**src/rtl/rf_write_arbiter_pkg.sv**
```systemverilog
// Shared register-file writeback definitions: default widths, queue depth and the
// arbiter priority encoding.
package rf_write_arbiter_pkg;

  localparam int RF_ADDR_W   = 3;
  localparam int RF_DATA_W   = 16;
  localparam int RF_NUM_REGS = 1 << RF_ADDR_W;
  localparam int RF_DEPTH    = 2;

  typedef enum logic {
    PRIO_A = 1'b0,
    PRIO_B = 1'b1
  } prio_e;

endpackage

```
**src/rtl/wb_fifo.sv**
```systemverilog
// Small writeback queue: DEPTH entries of W bits with occupancy count.
// Push when full and pop when empty are ignored.
module wb_fifo #(
  parameter int DEPTH = 2,
  parameter int W     = 19
) (
  input  logic                         clk,
  input  logic                         reset,
  input  logic                         push,
  input  logic [W-1:0]                 din,
  input  logic                         pop,
  output logic [W-1:0]                 dout,
  output logic [$clog2(DEPTH+1)-1:0]   count,
  output logic                         full,
  output logic                         empty
);

  localparam int PW = (DEPTH > 1) ? $clog2(DEPTH) : 1;
  localparam int CW = $clog2(DEPTH+1);

  logic [W-1:0]  mem_q [DEPTH];
  logic [PW-1:0] rd_q, wr_q;
  logic [CW-1:0] cnt_q;
  logic          do_push, do_pop;

  assign full    = (cnt_q == CW'(DEPTH));
  assign empty   = (cnt_q == '0);
  assign do_push = push && !full && !reset;
  assign do_pop  = pop && !empty;
  assign dout    = mem_q[rd_q];
  assign count   = cnt_q;

  // DEPTH is a power of two, so the pointers wrap by natural overflow.
  always_ff @(posedge clk) begin
    if (reset) begin
      rd_q  <= '0;
      wr_q  <= '0;
      cnt_q <= '0;
    end else begin
      if (do_push) wr_q <= wr_q + 1'b1;
      if (do_pop)  rd_q <= rd_q + 1'b1;
      if (do_push && !do_pop)      cnt_q <= cnt_q + CW'(1);
      else if (!do_push && do_pop) cnt_q <= cnt_q - CW'(1);
    end
  end

  always_ff @(posedge clk) begin
    if (do_push) mem_q[wr_q] <= din;
  end

endmodule

```
**src/rtl/rf_write_arbiter.sv**
```systemverilog
// Merges execute (A) and load-return (B) writebacks onto the single registered
// RegFile write port with round-robin arbitration and a per-register pending mask.
module rf_write_arbiter
  import rf_write_arbiter_pkg::*;
#(
  parameter int DEPTH  = RF_DEPTH,
  parameter int DATA_W = RF_DATA_W,
  parameter int ADDR_W = RF_ADDR_W
) (
  input  logic                     clk,
  input  logic                     reset,
  input  logic                     a_valid,
  output logic                     a_ready,
  input  logic [ADDR_W-1:0]        a_dr,
  input  logic [DATA_W-1:0]        a_data,
  input  logic                     b_valid,
  output logic                     b_ready,
  input  logic [ADDR_W-1:0]        b_dr,
  input  logic [DATA_W-1:0]        b_data,
  output logic                     rf_we,
  output logic [ADDR_W-1:0]        rf_dr,
  output logic [DATA_W-1:0]        rf_data,
  output logic [(1<<ADDR_W)-1:0]   pending,
  output logic                     busy
);

  localparam int NUM_REGS = 1 << ADDR_W;
  localparam int W        = ADDR_W + DATA_W;
  localparam int CW       = $clog2(DEPTH+1);
  localparam int PCW      = $clog2(2*DEPTH+2);

  logic [W-1:0]  a_dout, b_dout, head;
  logic [CW-1:0] a_count, b_count;
  logic          a_full, a_empty, b_full, b_empty;
  logic          push_a, push_b, grant_a, grant_b;

  prio_e              prio_q;
  logic               rf_we_q;
  logic [ADDR_W-1:0]  rf_dr_q;
  logic [DATA_W-1:0]  rf_data_q;
  logic [PCW-1:0]     pcnt_q [NUM_REGS];
  logic [PCW-1:0]     pcnt_d [NUM_REGS];

  // valid/ready: a source transfers on a posedge where x_valid && x_ready; ready
  // depends only on occupancy (a same-cycle pop never raises it) and is low in reset.
  assign a_ready = !reset && !a_full;
  assign b_ready = !reset && !b_full;
  assign push_a  = a_valid && a_ready;
  assign push_b  = b_valid && b_ready;

  wb_fifo #(.DEPTH(DEPTH), .W(W)) u_fifo_a (
    .clk(clk), .reset(reset), .push(push_a), .din({a_dr, a_data}), .pop(grant_a),
    .dout(a_dout), .count(a_count), .full(a_full), .empty(a_empty)
  );

  wb_fifo #(.DEPTH(DEPTH), .W(W)) u_fifo_b (
    .clk(clk), .reset(reset), .push(push_b), .din({b_dr, b_data}), .pop(grant_b),
    .dout(b_dout), .count(b_count), .full(b_full), .empty(b_empty)
  );

  always_comb begin
    grant_a = 1'b0;
    grant_b = 1'b0;
    if (!a_empty && (b_empty || prio_q == PRIO_A)) grant_a = 1'b1;
    else if (!b_empty)                             grant_b = 1'b1;
  end

  assign head = grant_a ? a_dout : b_dout;

  // rf_dr/rf_data hold their last value on idle cycles; only rf_we qualifies them.
  always_ff @(posedge clk) begin
    if (reset) begin
      rf_we_q   <= 1'b0;
      rf_dr_q   <= '0;
      rf_data_q <= '0;
      prio_q    <= PRIO_A;
    end else begin
      rf_we_q <= grant_a || grant_b;
      if (grant_a || grant_b) {rf_dr_q, rf_data_q} <= head;
      if (grant_a)      prio_q <= PRIO_B;
      else if (grant_b) prio_q <= PRIO_A;
    end
  end

  // Count drops at the edge where RegFile commits, so pending clears as soon as
  // the register already holds the value.
  always_comb begin
    pending = '0;
    for (int r = 0; r < NUM_REGS; r++) begin
      pcnt_d[r] = pcnt_q[r]
                + PCW'(push_a && (a_dr == ADDR_W'(r)))
                + PCW'(push_b && (b_dr == ADDR_W'(r)))
                - PCW'(rf_we_q && (rf_dr_q == ADDR_W'(r)));
      pending[r] = (pcnt_q[r] != '0);
    end
  end

  always_ff @(posedge clk) begin
    if (reset) begin
      for (int r = 0; r < NUM_REGS; r++) pcnt_q[r] <= '0;
    end else begin
      for (int r = 0; r < NUM_REGS; r++) pcnt_q[r] <= pcnt_d[r];
    end
  end

  assign rf_we   = rf_we_q;
  assign rf_dr   = rf_dr_q;
  assign rf_data = rf_data_q;
  assign busy    = (a_count != '0) || (b_count != '0) || rf_we_q;

endmodule

```
**config.mk**
```make
export PLATFORM = sky130hd
export DESIGN_NAME = rf_write_arbiter
export DESIGN_NICKNAME = d
export VERILOG_FILES = /design/src/rtl/rf_write_arbiter_pkg.sv /design/src/rtl/wb_fifo.sv /design/src/rtl/rf_write_arbiter.sv
export SDC_FILE = /design/constraint.sdc
export NUM_CORES = 1
export LEC_CHECK = 0
export CAP_MARGIN = 20
export CORE_MARGIN = 2
export CORE_UTILIZATION = 45
export CTS_CLUSTER_SIZE = 10
export DETAILED_ROUTE_END_ITERATION = 16
export PLACE_DENSITY = 0.7
export SYNTH_ARGS = -nofsm -noshare
export SYNTH_HDL_FRONTEND = slang
export SYNTH_SLANG_ARGS = --single-unit
```
**constraint.sdc**
```tcl
create_clock -name clk -period 2.8 [get_ports clk]
set_input_delay 0.56 -clock clk [delete_from_list [all_inputs] [get_ports clk]]
set_output_delay 0.56 -clock clk [all_outputs]
set_load 0.02 [all_outputs]
```
==> results.tsv <==
stage	metric	value	unit
status	status	finished, final reports clean	
floorplanning	DIE AREA	13600	um2
sta	Peak Freq	0.371	GHz
logic_synthesis	Mapped Nets	514	
sta	hold slack	483	ps
floorplanning	DIE HEIGHT	117	um
layout	final core occ	58.4	%
logic_synthesis	Post-synth EDFFs	76	
drt	routed vias	3687	
worst_setup_path	WS Path Type	in2reg	
logic_synthesis	Syn Std Cell Area	5730	um2
drt	Routed WL per cell	16.6	um
floorplanning	core area	12500	um2
logic_synthesis	top cells by count, synth	edfxtp_1 (76), dfxtp_1 (55), nor2_1 (40)	
worst_setup_path	CP Cell Sequence	clkdlybuf4s50_1, inv_1, nor4_2, buf_4, nand3_1, ha_1, fa_1, inv_1, fa_1, nor2b_1	
logic_synthesis	Main synth FF type	edfxtp_1	
sta	max-slew violation count	0	
sta	final hold violations	0	
worst_setup_path	Worst Setup Start Kind	primary input	
clock_tree	Num CTS Buffers	17	
floorplanning	Initial Util	45.8	%
sta	worst slew pin tran	867	ps
clock_tree	postcts setup bufs	0	
worst_setup_path	CP arrival	3000	ps
layout	area delta synth->final	27.5	%
sta	part of the cycle the worst path needs	96.3	%
global_route	Overflow after GRT	0	
hold_path	WHS Path Cells	2	
drt	Detailed Routing Iterations Pass 1	5	
logic_synthesis	most frequent cell after synthesis	edfxtp_1	
worst_setup_path	slowest stage delay, CP	460	ps
layout	NumNets Final	607	
drt	Antenna Nets Post-Route	0	
placement	hpwl dp	8.18	mm
floorplanning	Cell Rows	41	
logic_synthesis	post-synth top area share	39.8	%
logic_synthesis	Mapped Cells	446	
global_route	antenna violations before repair	0	
sta	post-layout min period	2700	ps
hold_path	worst hold path class	reg2reg	
drt	routed wire length	12.0	mm
job	Max-cap violations	0	
clock_tree	CTS Buffer Depth	2	
floorplanning	boundary pin count	73	
sta	Slew headroom	42.2	%
worst_setup_path	highest fanout seen on the critical path	4	
floorplanning	DIE WIDTH	117	um
worst_setup_path	CP max-delay cell	clkdlybuf4s50_1	
power_and_ir_drop	power per cell area	1000	nW/um2
logic_synthesis	register area share after synthesis	59.1	%
worst_setup_path	R2R cell count	7	
clock_tree	Worst-path clk slew	60	ps
drt	DRC viols	0	
clock_tree	CTS tree	built	
global_route	largest net degree at the start of global routing	31	
worst_setup_path	FF-to-FF End	pcnt_q[1][1]$_SDFF_PP0_	
clock_tree	Hold Buf Count CTS	0	
logic_synthesis	#FFs+latches synth	131	
logic_synthesis	yosys warns	0	
global_route	first-pass GRT wire length	19.3	mm
power_and_ir_drop	Max VDD drop	0.565	mV
logic_synthesis	Synth cell types	40	
layout	layout cells sized above 1	17.4	%
drt	vias per cell	5.09	
placement	Final GP Congestion	0.869	
worst_setup_path	RR Startpoint	u_fifo_a.count[0]$_SDFFE_PP0P_	
power_and_ir_drop	overall power	7.31	mW
clock_tree	root buf cell	clkbuf_16	
sta	Final Skew	9.03	ps
clock_tree	Clock Sink Count	131	
global_route	gr usage total	19.1	%
clock_tree	clk_lat worst skew	420	ps
logic_synthesis	Synth async-reset ratio	0	%
worst_setup_path	reg2reg setup slack	260	ps
layout	n_diodes	0	
power_and_ir_drop	Leak	2.59	nW
hold_path	hold_sp	u_fifo_b.wr_q$_SDFFE_PP0P_	
clock_tree	H-tree depth	4	
placement	Buffers on Ports	72	
drt	First DRT Iteration DRCs	163	
hold_path	hold endpoint	u_fifo_b.wr_q$_SDFFE_PP0P_	
logic_synthesis	largest cells by area after synthesis	edfxtp_1 (40%), dfxtp_1 (19%), mux2_2 (5.7%)	
worst_setup_path	WP data required	3100	ps
sta	# setup viols final	0	
worst_setup_path	Worst setup EP type	flop	
global_route	vias in the first global route	3872	
logic_synthesis	Post-Syn Area per Cell	12.8	um2
logic_synthesis	area leader, netlist	edfxtp_1	
-- repair_timing --
item | 4_1_cts | 5_1_grt
resized for setup | 0 | 2
hold endpoints to repair | 0 | 0
endpoints found under the setup margin | 0 | 2
-- flip-flops by register name, indices dropped and copies added, names as in the netlist, 2 cells and up, named ones only --
name            cells
u_fifo_a.mem_q     38
u_fifo_b.count      2
rf_data            16
u_fifo_a.count      2
u_fifo_b.mem_q     38
rf_dr               3
pcnt_q             24
-- per-stage QoR --
stage | instance area, um2 | std cells | TNS, ps | worst slack, ps
final | 7300 | 724 | 0 | 103
after global routing | 7300 | 724 | -3.13 | -3.13
after CTS | 7290 | 724 | 0 | 86.0
after detailed placement | 6740 | 692 | -2970 | -329
after global placement | 6740 | 692 | -2340 | -279
after floorplan | 5730 | 446 | 0 | 103
-- worst max-delay path by stage --
stage | end | start | slack [ps]
2_1_floorplan | pcnt_q[0][10]$_SDFF_PP0_ | reset | 100
3_3_place_gp | pcnt_q[0][10]$_SDFF_PP0_ | b_valid | -280
3_5_place_dp | pcnt_q[0][10]$_SDFF_PP0_ | b_valid | -330
4_1_cts | pcnt_q[0][10]$_SDFF_PP0_ | b_valid | 90
5_1_grt | pcnt_q[1][7]$_SDFF_PP0_ | b_valid | -3
6_report | pcnt_q[0][10]$_SDFF_PP0_ | b_valid | 100
-- placed cells by master (no fill, tap or decap), drive strengths merged --
| cell type | instances |
|---|---|
| a2111oi | 9 |
| a211oi | 9 |
| a21oi | 19 |
| a32oi | 10 |
| and2 | 2 |
| buf | 25 |
| bufinv | 1 |
| clkbuf | 23 |
| clkdlybuf4s50 | 71 |
| clkinv | 5 |
| clkinvlp | 3 |
| dfxtp | 55 |
| edfxtp | 76 |
| fa | 16 |
| ha | 10 |
| inv | 37 |
| mux2 | 29 |
| mux2i | 9 |
| nand2 | 10 |
| nand2b | 4 |
| nand3 | 18 |
| nand4 | 2 |
| nor2 | 41 |
| nor2b | 14 |
| nor3 | 4 |
| nor4 | 3 |
| o21a | 1 |
| o21ai | 5 |
| o21ba | 1 |
| o21bai | 1 |
| o31ai | 2 |
| or2 | 2 |
| or3 | 12 |
| or4 | 3 |
| xnor2 | 16 |
| xor2 | 4 |
-- cell type report --
class	instances	area [um2]
fillers	1057	5210
flip-flops and latches	131	3380
multi-input cells	256	2100
repair buffers	96	921
clock buffers	23	468
well taps	172	215
inverters	37	139
clock inverters	9	82.6
-- cells by family after synthesis --
family                   share of synthesized area (%)
flip-flops                                        59.1
AND/OR/NAND/NOR                                   10.5
buffers and inverters                             4.59
AO/OA/AOI/OAI                                     7.75
multiplexers                                      7.27
adder cells (fa/ha/maj)                           7.78
XOR/XNOR                                          3.06
-- report_power, final --
group / switching [mW] / internal (mW)
sequential: 0.268 / 2.39
combinational: 1.38 / 1.23
clock: 0.779 / 1.26
-- critical path, delay by kind of cell --
family        cells  cell delay (ps)
buf+inv           4              790
fa+ha+maj         3             1160
simple gates      3              480
-- metal layers --
metal,share of wire (%),track usage (%),up-vias
met2,50,32.3,101
met3,6.4,5.97,15
met4,1.6,7.45,0
met5,0,0,-
li1,-,-,1778
met1,42,22.8,1793
(Power assumes the default switching activity.)
